**src/rtl/occamy_cva6_ctrl_pkg.sv**
```systemverilog
// Shared types, register offsets and FSM states for the CVA6 host control block.
package occamy_cva6_ctrl_pkg;

    typedef logic [63:0] xlen_t;

    // Register map, byte offsets; every register is 64 bits wide and 8-byte aligned.
    localparam logic [5:0] REG_CTRL      = 6'h00;
    localparam logic [5:0] REG_BOOT_ADDR = 6'h08;
    localparam logic [5:0] REG_MSIP      = 6'h10;
    localparam logic [5:0] REG_MTIME     = 6'h18;
    localparam logic [5:0] REG_MTIMECMP  = 6'h20;
    localparam logic [5:0] REG_DEBUG     = 6'h28;

    // Register index; register idx lives at byte offset idx*8.
    localparam int unsigned NUM_REGS      = 6;
    localparam int unsigned IDX_CTRL      = 0;
    localparam int unsigned IDX_BOOT_ADDR = 1;
    localparam int unsigned IDX_MSIP      = 2;
    localparam int unsigned IDX_MTIME     = 3;
    localparam int unsigned IDX_MTIMECMP  = 4;
    localparam int unsigned IDX_DEBUG     = 5;

    // Core reset sequencing states.
    typedef enum logic [1:0] {
        HELD    = 2'd0,
        RELEASE = 2'd1,
        RUNNING = 2'd2
    } state_e;

    // Byte offset of register index idx.
    function automatic logic [5:0] reg_offset(input int unsigned idx);
        return 6'(idx * 8);
    endfunction

endpackage

```
**src/rtl/occamy_cva6_ctrl_timer.sv**
```systemverilog
// Machine timer: mtime counter advanced by RTC ticks, mtimecmp, and registered compare.
module occamy_cva6_ctrl_timer
    import occamy_cva6_ctrl_pkg::*;
(
    input  logic  clk_i,
    input  logic  rst_ni,
    input  logic  rtc_tick,
    input  logic  mtime_we,
    input  logic  mtimecmp_we,
    input  xlen_t wdata,
    output xlen_t mtime,
    output xlen_t mtimecmp,
    output logic  time_irq
);

    xlen_t mtime_reg;
    xlen_t mtime_next;
    xlen_t mtimecmp_reg;
    xlen_t mtimecmp_next;
    logic  time_irq_reg;

    // Next timer values; a software write to mtime overrides a coincident tick.
    always_comb begin
        mtime_next    = mtime_reg;
        mtimecmp_next = mtimecmp_reg;
        if (mtime_we) begin
            mtime_next = wdata;
        end else if (rtc_tick) begin
            mtime_next = mtime_reg + 64'd1;
        end
        if (mtimecmp_we) begin
            mtimecmp_next = wdata;
        end
    end

    // Timer state and interrupt register; compare uses the values before this edge.
    always_ff @(posedge clk_i) begin
        if (!rst_ni) begin
            mtime_reg    <= '0;
            mtimecmp_reg <= '1;
            time_irq_reg <= 1'b0;
        end else begin
            mtime_reg    <= mtime_next;
            mtimecmp_reg <= mtimecmp_next;
            time_irq_reg <= (mtime_reg >= mtimecmp_reg);
        end
    end

    assign mtime    = mtime_reg;
    assign mtimecmp = mtimecmp_reg;
    assign time_irq = time_irq_reg;

endmodule

```
**src/rtl/occamy_cva6_ctrl.sv**
```systemverilog
// Per-hart CVA6 control: core reset sequencing, boot address, IPI, timer and debug request.
module occamy_cva6_ctrl
    import occamy_cva6_ctrl_pkg::*;
#(
    parameter xlen_t       BootAddrDefault = 64'h1_0000,
    parameter int unsigned ResetCycles     = 16,
    parameter logic        AutoBoot        = 1'b0
) (
    input  logic        clk_i,
    input  logic        rst_ni,
    input  logic        reg_req_valid_i,
    output logic        reg_req_ready_o,
    input  logic        reg_req_write_i,
    input  logic [5:0]  reg_req_addr_i,
    input  logic [63:0] reg_req_wdata_i,
    output logic        reg_rsp_valid_o,
    input  logic        reg_rsp_ready_i,
    output logic [63:0] reg_rsp_rdata_o,
    output logic        reg_rsp_error_o,
    input  logic        rtc_tick_i,
    output logic        core_rst_no,
    output logic [63:0] boot_addr_o,
    output logic        ipi_o,
    output logic        time_irq_o,
    output logic        debug_req_o
);

    localparam logic [7:0] CNT_LOAD = 8'(ResetCycles - 1);

    // Register bus
    logic [NUM_REGS-1:0] reg_hit;
    logic                addr_valid;
    logic                accept;
    logic                wr_accept;
    logic                access_error;
    xlen_t               read_data;

    logic                rsp_valid_reg;
    logic                rsp_valid_next;
    xlen_t               rsp_rdata_reg;
    xlen_t               rsp_rdata_next;
    logic                rsp_error_reg;
    logic                rsp_error_next;

    // Control registers
    logic                run_reg;
    logic                run_next;
    xlen_t               boot_addr_reg;
    xlen_t               boot_addr_next;
    logic                msip_reg;
    logic                msip_next;
    logic                debug_reg;
    logic                debug_next;
    logic                ipi_reg;
    logic                debug_req_reg;

    // Reset FSM
    state_e              state_reg;
    state_e              state_next;
    logic [7:0]          cnt_reg;
    logic [7:0]          cnt_next;
    logic                core_rst_n_reg;

    // Timer
    xlen_t               mtime;
    xlen_t               mtimecmp;
    logic                time_irq;

    // Address decode: a full 6-bit match also rejects misaligned offsets.
    for (genvar gi = 0; gi < NUM_REGS; gi++) begin : g_decode
        assign reg_hit[gi] = (reg_req_addr_i == reg_offset(gi));
    end

    assign addr_valid      = |reg_hit;
    assign reg_req_ready_o = !rsp_valid_reg || reg_rsp_ready_i;
    assign accept          = reg_req_valid_i && reg_req_ready_o;
    assign wr_accept       = accept && reg_req_write_i && addr_valid;

    // Error on unmapped offsets and on boot address writes once the core left HELD.
    always_comb begin
        access_error = !addr_valid;
        if (reg_req_write_i && reg_hit[IDX_BOOT_ADDR] && (state_reg != HELD)) begin
            access_error = 1'b1;
        end
    end

    // Read mux on current register contents (value before the accept edge).
    always_comb begin
        read_data = '0;
        if (reg_hit[IDX_CTRL]) begin
            read_data = {62'd0, (state_reg == RUNNING), run_reg};
        end
        if (reg_hit[IDX_BOOT_ADDR]) begin
            read_data = boot_addr_reg;
        end
        if (reg_hit[IDX_MSIP]) begin
            read_data = {63'd0, msip_reg};
        end
        if (reg_hit[IDX_MTIME]) begin
            read_data = mtime;
        end
        if (reg_hit[IDX_MTIMECMP]) begin
            read_data = mtimecmp;
        end
        if (reg_hit[IDX_DEBUG]) begin
            read_data = {63'd0, debug_reg};
        end
    end

    // Response channel: capture on accept, hold until the consumer takes it.
    always_comb begin
        rsp_valid_next = rsp_valid_reg;
        rsp_rdata_next = rsp_rdata_reg;
        rsp_error_next = rsp_error_reg;
        if (accept) begin
            rsp_valid_next = 1'b1;
            rsp_rdata_next = reg_req_write_i ? '0 : read_data;
            rsp_error_next = access_error;
        end else if (reg_rsp_ready_i) begin
            rsp_valid_next = 1'b0;
        end
    end

    // Software-visible control register updates.
    always_comb begin
        run_next       = run_reg;
        boot_addr_next = boot_addr_reg;
        msip_next      = msip_reg;
        debug_next     = debug_reg;
        if (wr_accept && !access_error) begin
            if (reg_hit[IDX_CTRL]) begin
                run_next = reg_req_wdata_i[0];
            end
            if (reg_hit[IDX_BOOT_ADDR]) begin
                boot_addr_next = reg_req_wdata_i;
            end
            if (reg_hit[IDX_MSIP]) begin
                msip_next = reg_req_wdata_i[0];
            end
            if (reg_hit[IDX_DEBUG]) begin
                debug_next = reg_req_wdata_i[0];
            end
        end
    end

    // Core reset sequencing: HELD -> RELEASE (count down) -> RUNNING; clearing run aborts.
    always_comb begin
        state_next = state_reg;
        cnt_next   = cnt_reg;
        case (state_reg)
            HELD: begin
                if (run_reg) begin
                    state_next = RELEASE;
                    cnt_next   = CNT_LOAD;
                end
            end
            RELEASE: begin
                if (!run_reg) begin
                    state_next = HELD;
                end else if (cnt_reg == 8'd0) begin
                    state_next = RUNNING;
                end else begin
                    cnt_next = cnt_reg - 8'd1;
                end
            end
            RUNNING: begin
                if (!run_reg) begin
                    state_next = HELD;
                end
            end
            default: begin
                state_next = HELD;
            end
        endcase
    end

    // State registers; run resets to AutoBoot so an auto-booting core leaves HELD right after reset.
    always_ff @(posedge clk_i) begin
        if (!rst_ni) begin
            rsp_valid_reg  <= 1'b0;
            rsp_rdata_reg  <= '0;
            rsp_error_reg  <= 1'b0;
            run_reg        <= AutoBoot;
            boot_addr_reg  <= BootAddrDefault;
            msip_reg       <= 1'b0;
            debug_reg      <= 1'b0;
            ipi_reg        <= 1'b0;
            debug_req_reg  <= 1'b0;
            state_reg      <= HELD;
            cnt_reg        <= '0;
            core_rst_n_reg <= 1'b0;
        end else begin
            rsp_valid_reg  <= rsp_valid_next;
            rsp_rdata_reg  <= rsp_rdata_next;
            rsp_error_reg  <= rsp_error_next;
            run_reg        <= run_next;
            boot_addr_reg  <= boot_addr_next;
            msip_reg       <= msip_next;
            debug_reg      <= debug_next;
            ipi_reg        <= msip_reg;
            debug_req_reg  <= debug_reg;
            state_reg      <= state_next;
            cnt_reg        <= cnt_next;
            core_rst_n_reg <= (state_next == RUNNING);
        end
    end

    occamy_cva6_ctrl_timer u_timer (
        .clk_i       (clk_i),
        .rst_ni      (rst_ni),
        .rtc_tick    (rtc_tick_i),
        .mtime_we    (wr_accept && reg_hit[IDX_MTIME]),
        .mtimecmp_we (wr_accept && reg_hit[IDX_MTIMECMP]),
        .wdata       (reg_req_wdata_i),
        .mtime       (mtime),
        .mtimecmp    (mtimecmp),
        .time_irq    (time_irq)
    );

    assign reg_rsp_valid_o = rsp_valid_reg;
    assign reg_rsp_rdata_o = rsp_rdata_reg;
    assign reg_rsp_error_o = rsp_error_reg;
    assign core_rst_no     = core_rst_n_reg;
    assign boot_addr_o     = boot_addr_reg;
    assign ipi_o           = ipi_reg;
    assign time_irq_o      = time_irq;
    assign debug_req_o     = debug_req_reg;

endmodule

```
**config.mk**
```make
export PLATFORM = sky130hd
export DESIGN_NAME = occamy_cva6_ctrl
export DESIGN_NICKNAME = d
export VERILOG_FILES = /design/src/rtl/occamy_cva6_ctrl_pkg.sv /design/src/rtl/occamy_cva6_ctrl_timer.sv /design/src/rtl/occamy_cva6_ctrl.sv
export SDC_FILE = /design/constraint.sdc
export NUM_CORES = 1
export LEC_CHECK = 0
export BUFFER_PORTS_ARGS = -buffer_cell sky130_fd_sc_hd__buf_2
export CELL_PAD_IN_SITES_DETAIL_PLACEMENT = 0
export CELL_PAD_IN_SITES_GLOBAL_PLACEMENT = 1
export CORE_MARGIN = 3
export CORE_UTILIZATION = 30
export DETAILED_ROUTE_END_ITERATION = 8
export MAX_ROUTING_LAYER = met4
export PLACE_DENSITY_LB_ADDON = 0.1
export REMOVE_ABC_BUFFERS = 1
export SYNTH_ARGS = -nofsm -noshare
export SYNTH_HDL_FRONTEND = slang
export SYNTH_SLANG_ARGS = --single-unit
```
**constraint.sdc**
```tcl
create_clock -name clk_i -period 2.5 [get_ports clk_i]
set_input_delay 0.5 -clock clk_i [delete_from_list [all_inputs] [get_ports clk_i]]
set_output_delay 0.5 -clock clk_i [all_outputs]
set_load 0.02 [all_outputs]
```
# Word level (Yosys, flattened, before mapping)
# Cells that the tools add are included.
[word_totals]
ff_bits = 275
in_bits = 76
out_inout_bits = 135
[classes]
n_addsub = 2
magnitude_cmp = 1
n_eq_ne = 11
muxes = 21
reduce_logical = 25
[ops]
columns = ["cell", "count"]
rows = [
  ["$mux W64", 8],
  ["$add A64 B1 Y64 const B", 1],
  ["$ge A64 B64 Y1", 1],
  ["$mux W8", 3],
  ["$pmux W8 S2", 1],
  ["$eq A6 B5 Y1 const B", 2],
  ["$eq A6 B6 Y1 const B", 2],
  ["$mux W2", 5],
  ["$logic_and A1 B1 Y1", 8],
  ["$logic_not A8 Y1", 1],
  ["$reduce_and A2 Y1", 4],
  ["$reduce_bool A2 Y1", 4],
  ["$sub A8 B1 Y8 const B", 1],
  ["$eq A6 B4 Y1 const B", 1],
  ["$logic_not A6 Y1", 1],
  ["$ne A2 B2 Y1 const B", 3],
  ["$pmux W2 S3", 1],
  ["$reduce_or A6 Y1", 1],
  ["$eq A2 B2 Y1 const B", 2],
  ["$reduce_and A4 Y1", 1],
  ["$logic_not A1 Y1", 3],
  ["$mux W1", 3],
  ["$eq A2 B1 Y1 const B", 1],
  ["$logic_not A2 Y1", 1],
  ["$logic_or A1 B1 Y1", 1],
]

# Logic depth before layout (Yosys ltp)
# Gate-level depths: netlist of run 1.
[logic_depth]
depth_word = 8
mapped_depth = 9
mapped_depth_nobuf = 8

# Cells and area by module
# A second synthesis of run 1 with hierarchy kept.
[hier_totals]
cells_unflattened = 1621
area_unflattened_um2 = 13613.1
[by_module_without_submodules]
columns = ["module", "instances", "cells_each", "area_each_um2"]
rows = [
  ["occamy_cva6_ctrl_timer", 1, 866, 7164.4],
  ["occamy_cva6_ctrl", 1, 755, 6448.7],
]

# Least setup slack after synthesis of run 1
# No wires, ideal clock.
[synth_path]
path_type = "input to register"
start = "input port reg_req_addr_i[4]"
end = "register u_timer.mtimecmp_reg[30] (netlist: u_timer.mtimecmp[30])"
setup_ns = 0.141
arrival_time_ns = 2.209
t_required_ns = 2.359
slack_ns = 0.149
stages = 9
path_cell_list = "clkbuf_1 -> nor4_1 -> nand2_1 -> nor2_1 -> and3_1 -> clkbuf_1 -> buf_2 -> buf_1 -> o211ai_1"
[synth_via]
elab_chain_cells = 4
elab_cells_between_ends = 9
classes_between = "5 x eq/ne; 4 x reduce/logical"
[synth_rtl]
columns = ["element", "line_no", "rtl"]
rows = [
  ["start: declaration", "occamy_cva6_ctrl.sv:14", "input logic [5:0] reg_req_addr_i,"],
  ["$eq A6 B4 Y1 (tied with other cells)", "occamy_cva6_ctrl.sv:71", "assign reg_hit[gi] = (reg_req_addr_i == reg_offset(gi));"],
  ["$reduce_or A6 Y1", "occamy_cva6_ctrl.sv:74", "assign addr_valid = |reg_hit;"],
  ["$logic_and A1 B1 Y1", "occamy_cva6_ctrl.sv:77", "assign wr_accept = accept && reg_req_write_i && addr_valid;"],
  ["$logic_and A1 B1 Y1 (*)", "occamy_cva6_ctrl.sv:213", ".mtimecmp_we (wr_accept && reg_hit[IDX_MTIMECMP]),"],
  ["end signal: assignment", "occamy_cva6_ctrl_timer.sv:44", "mtimecmp_reg <= mtimecmp_next;"],
  ["end: declaration", "occamy_cva6_ctrl_timer.sv:18", "xlen_t mtimecmp_reg;"],
]
# Every way passes the cells marked *; elsewhere a longest branch is shown, timed or not.
# A chain may end at the register's enable or synchronous reset.

# Worst setup path after layout of run 1
[layout_path]
start = "register u_timer.mtime_reg[9] (netlist: u_timer.mtime[9])"
end = "register u_timer.mtime_reg[43] (netlist: u_timer.mtime[43])"
[layout_via]
elab_chain_cells = 3
[layout_rtl]
columns = ["element", "line_no", "rtl"]
rows = [
  ["start: declaration", "occamy_cva6_ctrl_timer.sv:16", "xlen_t mtime_reg;"],
  ["start signal: assignment", "occamy_cva6_ctrl_timer.sv:43", "mtime_reg <= mtime_next;"],
  ["$add A64 B1 Y64", "occamy_cva6_ctrl_timer.sv:29", "mtime_next = mtime_reg + 64'd1;"],
  ["$mux W64", "occamy_cva6_ctrl_timer.sv:28", "end else if (rtc_tick) begin"],
  ["$mux W64", "occamy_cva6_ctrl_timer.sv:26", "if (mtime_we) begin"],
]
# Every way passes these cells. The select of a mux whose other input is x is not followed.

==> flow_metrics.env, run 1 <==
export IMPL_ir_worst_vdd_uv=320
export IMPL_tightest_slew_ns=0.532
export IMPL_crit_fanout=7
export IMPL_crit_cells=7
export IMPL_place_area_sq_um=15300
export IMPL_setup_ws_ns=0.144
export IMPL_path_class="reg2reg"
export IMPL_finalCritPeriodShare=0.942
export IMPL_startpoint="u_timer.mtime[9]"
export IMPL_rows=76
export IMPL_drt_wirelength_per_cell_um=19.9
export IMPL_nFillCells=4541
export IMPL_fin_crit_ns=2.36
export IMPL_syn2layout_area_growth_pct=25.6
export IMPL_max_slew_margin=0.641
export IMPL_nNetsFinal=1902
export IMPL_pre_cts_ws_ns=0.0434
export IMPL_drc=0
export IMPL_drtAntennaViolNets=0
export IMPL_hold_viol_final=0
export IMPL_met3_usage=0.0311
export IMPL_drive_above_1_share=0.207
export IMPL_critPathCapture="u_timer.mtime[43]"
export IMPL_reg2reg_slack_ns=0.14
export IMPL_start_util=0.304
export IMPL_htree_levels=2
export IMPL_grt_util_all_layers=0.207
export IMPL_busiest_layer="met2"
export IMPL_insertion_delay_ns=0.54
export IMPL_leakage_nw=7.08
export IMPL_antenna_found_initial=4
export IMPL_seq_area_sq_um=5510
export IMPL_cts_tree="yes"
export IMPL_synthArstFlopShare=0
export IMPL_fin_util=0.382
export IMPL_synth_edf_count=0
export IMPL_synth_flop_cell="dfxtp_1"
export IMPL_avgSynthCellArea_sq_um=8.50
export IMPL_place_detailed_hpwl_um=32800
export IMPL_synth_top_area_frac=0.419
export IMPL_cts_root_buffer="clkbuf_16"
export IMPL_path_buf_inv=1
export IMPL_finalHoldWorstSlack_ns=0.216
export IMPL_grt_overflow_total=0
export IMPL_grtUsageMet2=0.332
export IMPL_finClkSkew_ns=0.0174
export IMPL_crit_arrival_ns=2.78
export IMPL_yosys_warnings=0
export IMPL_grt_max_degree=86
export IMPL_setup_violations_final=0
export IMPL_power_density_nw_per_um2=599
export IMPL_crit_family="simple AND/OR/NAND/NOR gates"
export IMPL_yosysUniqueCellTypes=64
export IMPL_dieWidth_um=215
export IMPL_critPathSlowestCell="or4_4"
export IMPL_r2r_cells=7
export IMPL_path_cells="nand4_1, or4_4, nor4_4, buf_4, or3b_1, xnor2_1, a21oi_1"
export IMPL_synthCells=1547
export IMPL_grt_pass1_wl_um=73600
export IMPL_drv_slew=0
export IMPL_ys_ff_latch=275
export IMPL_cts_num_sinks=275
export IMPL_use_met1=0.275
export IMPL_r2r_end="u_timer.mtime[43]"
export IMPL_min_path_cells=3
export IMPL_p_total_mw=9.89
export IMPL_final_area_sq_um=16500
export IMPL_die_height_um=215
export IMPL_synth_area_leaders="dfxtp_1 (42%), nand2_1 (6.6%), ha_1 (6.4%)"
export IMPL_slowest_delay_ns=0.52
export IMPL_portBuffers=210
export IMPL_cts_path_max_buffers=3
export IMPL_io_pins=211
export IMPL_yosysSeqAreaShare=0.419
export IMPL_multi_input_area_sq_um=6920
export IMPL_grt_pass1_vias=12100
export IMPL_yosys_area_top_type="dfxtp_1"
export IMPL_cts_buffers=35
export IMPL_worstSetupEndpointType="flop"
export IMPL_dr_total_vias=12300
export IMPL_die_area_sq_um=46400
export IMPL_fmax_mhz=424
export IMPL_core_area_sq_um=43200
export IMPL_startpoint_type="flop"
export IMPL_drtPass1Iterations=8
export IMPL_cap_violations=0
export IMPL_clk_pin_slew_worst_paths_ns=0.06
export IMPL_cp_required_ns=2.92
export IMPL_cts_setup_buffers=0
export IMPL_viasPerCell=5.19
export IMPL_wl_um=47300
export IMPL_worstHoldPathType="in2reg"
export IMPL_drt_iter0_drc=858
export IMPL_hold_buffers=0
export IMPL_place_congestion=0.807
export IMPL_status="finished, final reports clean"
export IMPL_timing_rr_start="u_timer.mtime[9]"
export IMPL_syn_area_sq_um=13100
routing by layer:
layer	wire length, um	vias up
met2	22200	263
li1	-	6069
met3	2300	57
met5	0	-
met1	22100	5938
met4	788	0
Yosys cell counts (all sizes together), types with 4 or more instances:
cell     instances
clkbuf          89
a222oi          62
mux2i            6
a21o             6
nand3           41
xnor2           19
xor2            46
nand2b           6
dfxtp          275
and4             6
nand4           41
nor4            11
ha              67
nor2           124
a2bb2oi         62
nor3            16
inv             76
nand2          230
and2            10
a21oi          121
and3            12
a211oi          35
o211ai          66
o21ai           54
buf             26
a311oi           4
stage by stage:
stage | setup TNS, ns | instances
after floorplan | -874.73 | 1431
after global placement | 0 | 2307
after detailed placement | 0 | 2307
after CTS | 0 | 2369
after global routing | -0.00266 | 2373
final | 0 | 2373
final cells by class:
cell class	instances	share of cell area
multi-input combinational	1080	0.419
sequential	275	0.334
timing repair buffer	291	0.116
clock buffer	58	0.0675
tap	585	0.0443
inverter	76	0.0176
clock inverter	4	0.00136
antenna	4	0.000606
report_power, final:
group          internal [mW]  total [mW]  switching, mW
registers               4.40        4.41         0.0131
clock network           3.03        5.02           1.99
logic                  0.162       0.461          0.299
kinds of logic after synthesis:
logic type | Yosys count | share of synthesized area
buf+inv | 192 | 0.0595
xor+xnor | 65 | 0.0433
mux | 6 | 0.00457
flops | 275 | 0.419
fa+ha+maj | 67 | 0.0638
compound gates | 428 | 0.230
simple gates | 514 | 0.180
worst min-delay path by stage:
| stage | from | slack (ns) | to |
|---|---|---|---|
| 2_1_floorplan | debug_reg | 0.45 | debug_req_o |
| 3_3_place_gp | reg_rsp_rdata_o[0] | 0.44 | reg_rsp_rdata_o[0] |
| 3_5_place_dp | reg_rsp_rdata_o[0] | 0.44 | reg_rsp_rdata_o[0] |
| 4_1_cts | reg_req_wdata_i[24] | 0.18 | boot_addr_o[24] |
| 5_1_grt | reg_req_wdata_i[28] | 0.20 | u_timer.mtimecmp[28] |
| 6_report | reg_req_wdata_i[28] | 0.22 | u_timer.mtimecmp[28] |
worst min-delay path: stages:
cell	delay (ns)
buf_2	0.10
nand2_1	0.05
o211ai_1	0.08
cell usage in the layout, fill, tap and decap left out, drive strengths merged, types with 46 or more instances in the layout:
master,Yosys,final
dfxtp,275,275
a2bb2oi,62,62
inv,76,76
o21ai,54,54
buf,26,291
ha,67,67
clkbuf,89,58
nand2,230,230
a222oi,62,62
nor2,124,124
o211ai,66,66
xor2,46,46
a21oi,121,121
what timing repair did:
| action | 4_1_cts | 5_1_grt |
|---|---|---|
| hold endpoints to repair | 0 | 0 |
| gates resized for setup | 0 | 5 |
| setup endpoints to repair | 0 | 4 |
Note: power is estimated with default switching activity, not from simulation.
==> run 2, diff against run 1 <==
==> constraint.sdc (replaced) <==
create_clock -name clk_i -period 1.9 [get_ports clk_i]
set_input_delay 0.38 -clock clk_i [delete_from_list [all_inputs] [get_ports clk_i]]
set_output_delay 0.38 -clock clk_i [all_outputs]
set_load 0.02 [all_outputs]
==> flow_metrics.env, run 2 (same netlist as run 1, synthesis figures left out) <==
export IMPL_insertion_delay_ns=0.56
export IMPL_crit_fanout=2
export IMPL_ir_worst_vdd_uv=399
export IMPL_max_slew_margin=0.720
export IMPL_dieWidth_um=215
export IMPL_cts_root_buffer="clkbuf_16"
export IMPL_start_util=0.304
export IMPL_fmax_mhz=466
export IMPL_status="finished with violations"
export IMPL_worstSetupEndpointType="flop"
export IMPL_timing_rr_start="u_timer.mtime[1]"
export IMPL_cts_buffers=36
export IMPL_finalHoldWorstSlack_ns=0.0811
export IMPL_rsz0062_at_grt="yes"
export IMPL_io_pins=211
export IMPL_grt_pass1_vias=13000
export IMPL_tightest_slew_ns=0.416
export IMPL_place_detailed_hpwl_um=34300
export IMPL_power_density_nw_per_um2=702
export IMPL_drc=0
export IMPL_setup_ws_ns=-0.247
export IMPL_place_congestion=0.844
export IMPL_grt_pass1_wl_um=75600
export IMPL_viasPerCell=5.06
export IMPL_drtPass1Iterations=7
export IMPL_cts_tree="yes"
export IMPL_core_area_sq_um=43200
export IMPL_pre_cts_ws_ns=-0.490
export IMPL_wl_um=49200
export IMPL_syn2layout_area_growth_pct=43.8
export IMPL_rows=76
export IMPL_die_area_sq_um=46400
export IMPL_drive_above_1_share=0.337
export IMPL_finalSetupTns_ns=-4.78
export IMPL_dr_total_vias=13100
export IMPL_min_from="reg_req_wdata_i[42]"
export IMPL_finClkSkew_ns=0.0224
export IMPL_cap_violations=0
export IMPL_grt_overflow_total=0
export IMPL_crit_arrival_ns=2.57
export IMPL_cp_required_ns=2.32
export IMPL_die_height_um=215
export IMPL_htree_levels=2
export IMPL_clk_pin_slew_worst_paths_ns=0.06
export IMPL_mostFrequentLayoutCells="dfxtp_1 (257), buf_4 (251), nand2_1 (220)"
export IMPL_drtAntennaViolNets=0
export IMPL_drt_iter0_drc=883
export IMPL_path_class="reg2reg"
export IMPL_hold_viol_final=0
export IMPL_violations="negative setup slack"
export IMPL_hold_buffers=0
export IMPL_nNetsFinal=2119
export IMPL_startpoint_type="flop"
export IMPL_finalCritPeriodShare=1.13
export IMPL_leakage_nw=8.34
export IMPL_drt_wirelength_per_cell_um=19.0
export IMPL_cts_num_sinks=275
export IMPL_final_common_cell="dfxtp_1"
export IMPL_setup_violations_final=37
export IMPL_portBuffers=210
export IMPL_antenna_found_initial=4
export IMPL_startpoint="u_timer.mtime[1]"
export IMPL_fin_crit_ns=2.15
export IMPL_grt_max_degree=65
export IMPL_grt_util_all_layers=0.211
export IMPL_worstHoldPathType="in2reg"
export IMPL_drv_slew=0
export IMPL_cts_path_max_buffers=3
==> run 2: cell count changes in the layout (fill, tap and decap cells not counted), sizes merged <==
| cell | delta |
|---|---|
| clkinvlp | -1 |
| clkbuf | -2 |
| inv | +3 |
| buf | +215 |
| bufinv | +1 |
| clkinv | +1 |
==> run 2: layout make-up <==
class,count,area [sq um]
antenna,4,10.0
clock buffer,55,1080
clock inverter,8,76.3
fill,4431,24300
inverter,76,290
multi-input combinational,1080,7470
sequential,275,5540
tap,585,732
timing repair buffer,507,3700
==> run 2: stage by stage <==
step | cells | utilization | area (sq um) | power [mW]
3_5_place_dp | 2506 | 0.391 | 16900 | 6.60
4_1_cts | 2579 | 0.427 | 18400 | 13.5
6_report | 2590 | 0.438 | 18900 | 13.3
3_3_place_gp | 2506 | 0.391 | 16900 | 6.60
5_1_grt | 2590 | 0.438 | 18900 | 13.7
2_1_floorplan | 1431 | - | 12600 | 6.16
==> run 2: critical path: stages (launching register included) <==
cell and delay (ns):
dfxtp_4 0.34, buf_4 0.13, ha_4 0.24, a2111oi_4 0.34
nor3_2 0.07, or4_4 0.50, a2111oi_4 0.32, nor3b_2 0.08
==> run 2: final timing paths <==
| path | end | slack (ns) | cells past startpoint |
|---|---|---|---|
| worst max-delay path | u_timer.time_irq | -0.25 | 7 |
| worst min-delay path | u_timer.mtimecmp[42] | 0.08 | 3 |
| worst max register to register | u_timer.time_irq | -0.25 | 7 |
| worst min register to register | boot_addr_o[28] | 0.47 | 2 |
==> run 2: routing by layer <==
layer  vias up  share of wire  track usage
met2       269           0.48        0.349
met4         0          0.018       0.0575
met5         -              0            -
li1       6487              -            -
met1      6287           0.46        0.271
met3        55          0.046       0.0320
==> run 2: repair_timing <==
action                     in CTS  in global routing
buffers inserted               10                  9
gates cloned                    0                  1
resized for setup              62                 82
pin swaps                      31                 79
setup endpoints to repair      95                102
==> run 2: where the power goes <==
group | leakage (nW) | switching [mW] | internal (mW)
registers | 2.23 | 0.0149 | 5.79
logic | 5.54 | 0.420 | 0.292
clock network | 0.575 | 2.69 | 4.06
total | 8.34 | 3.12 | 10.1
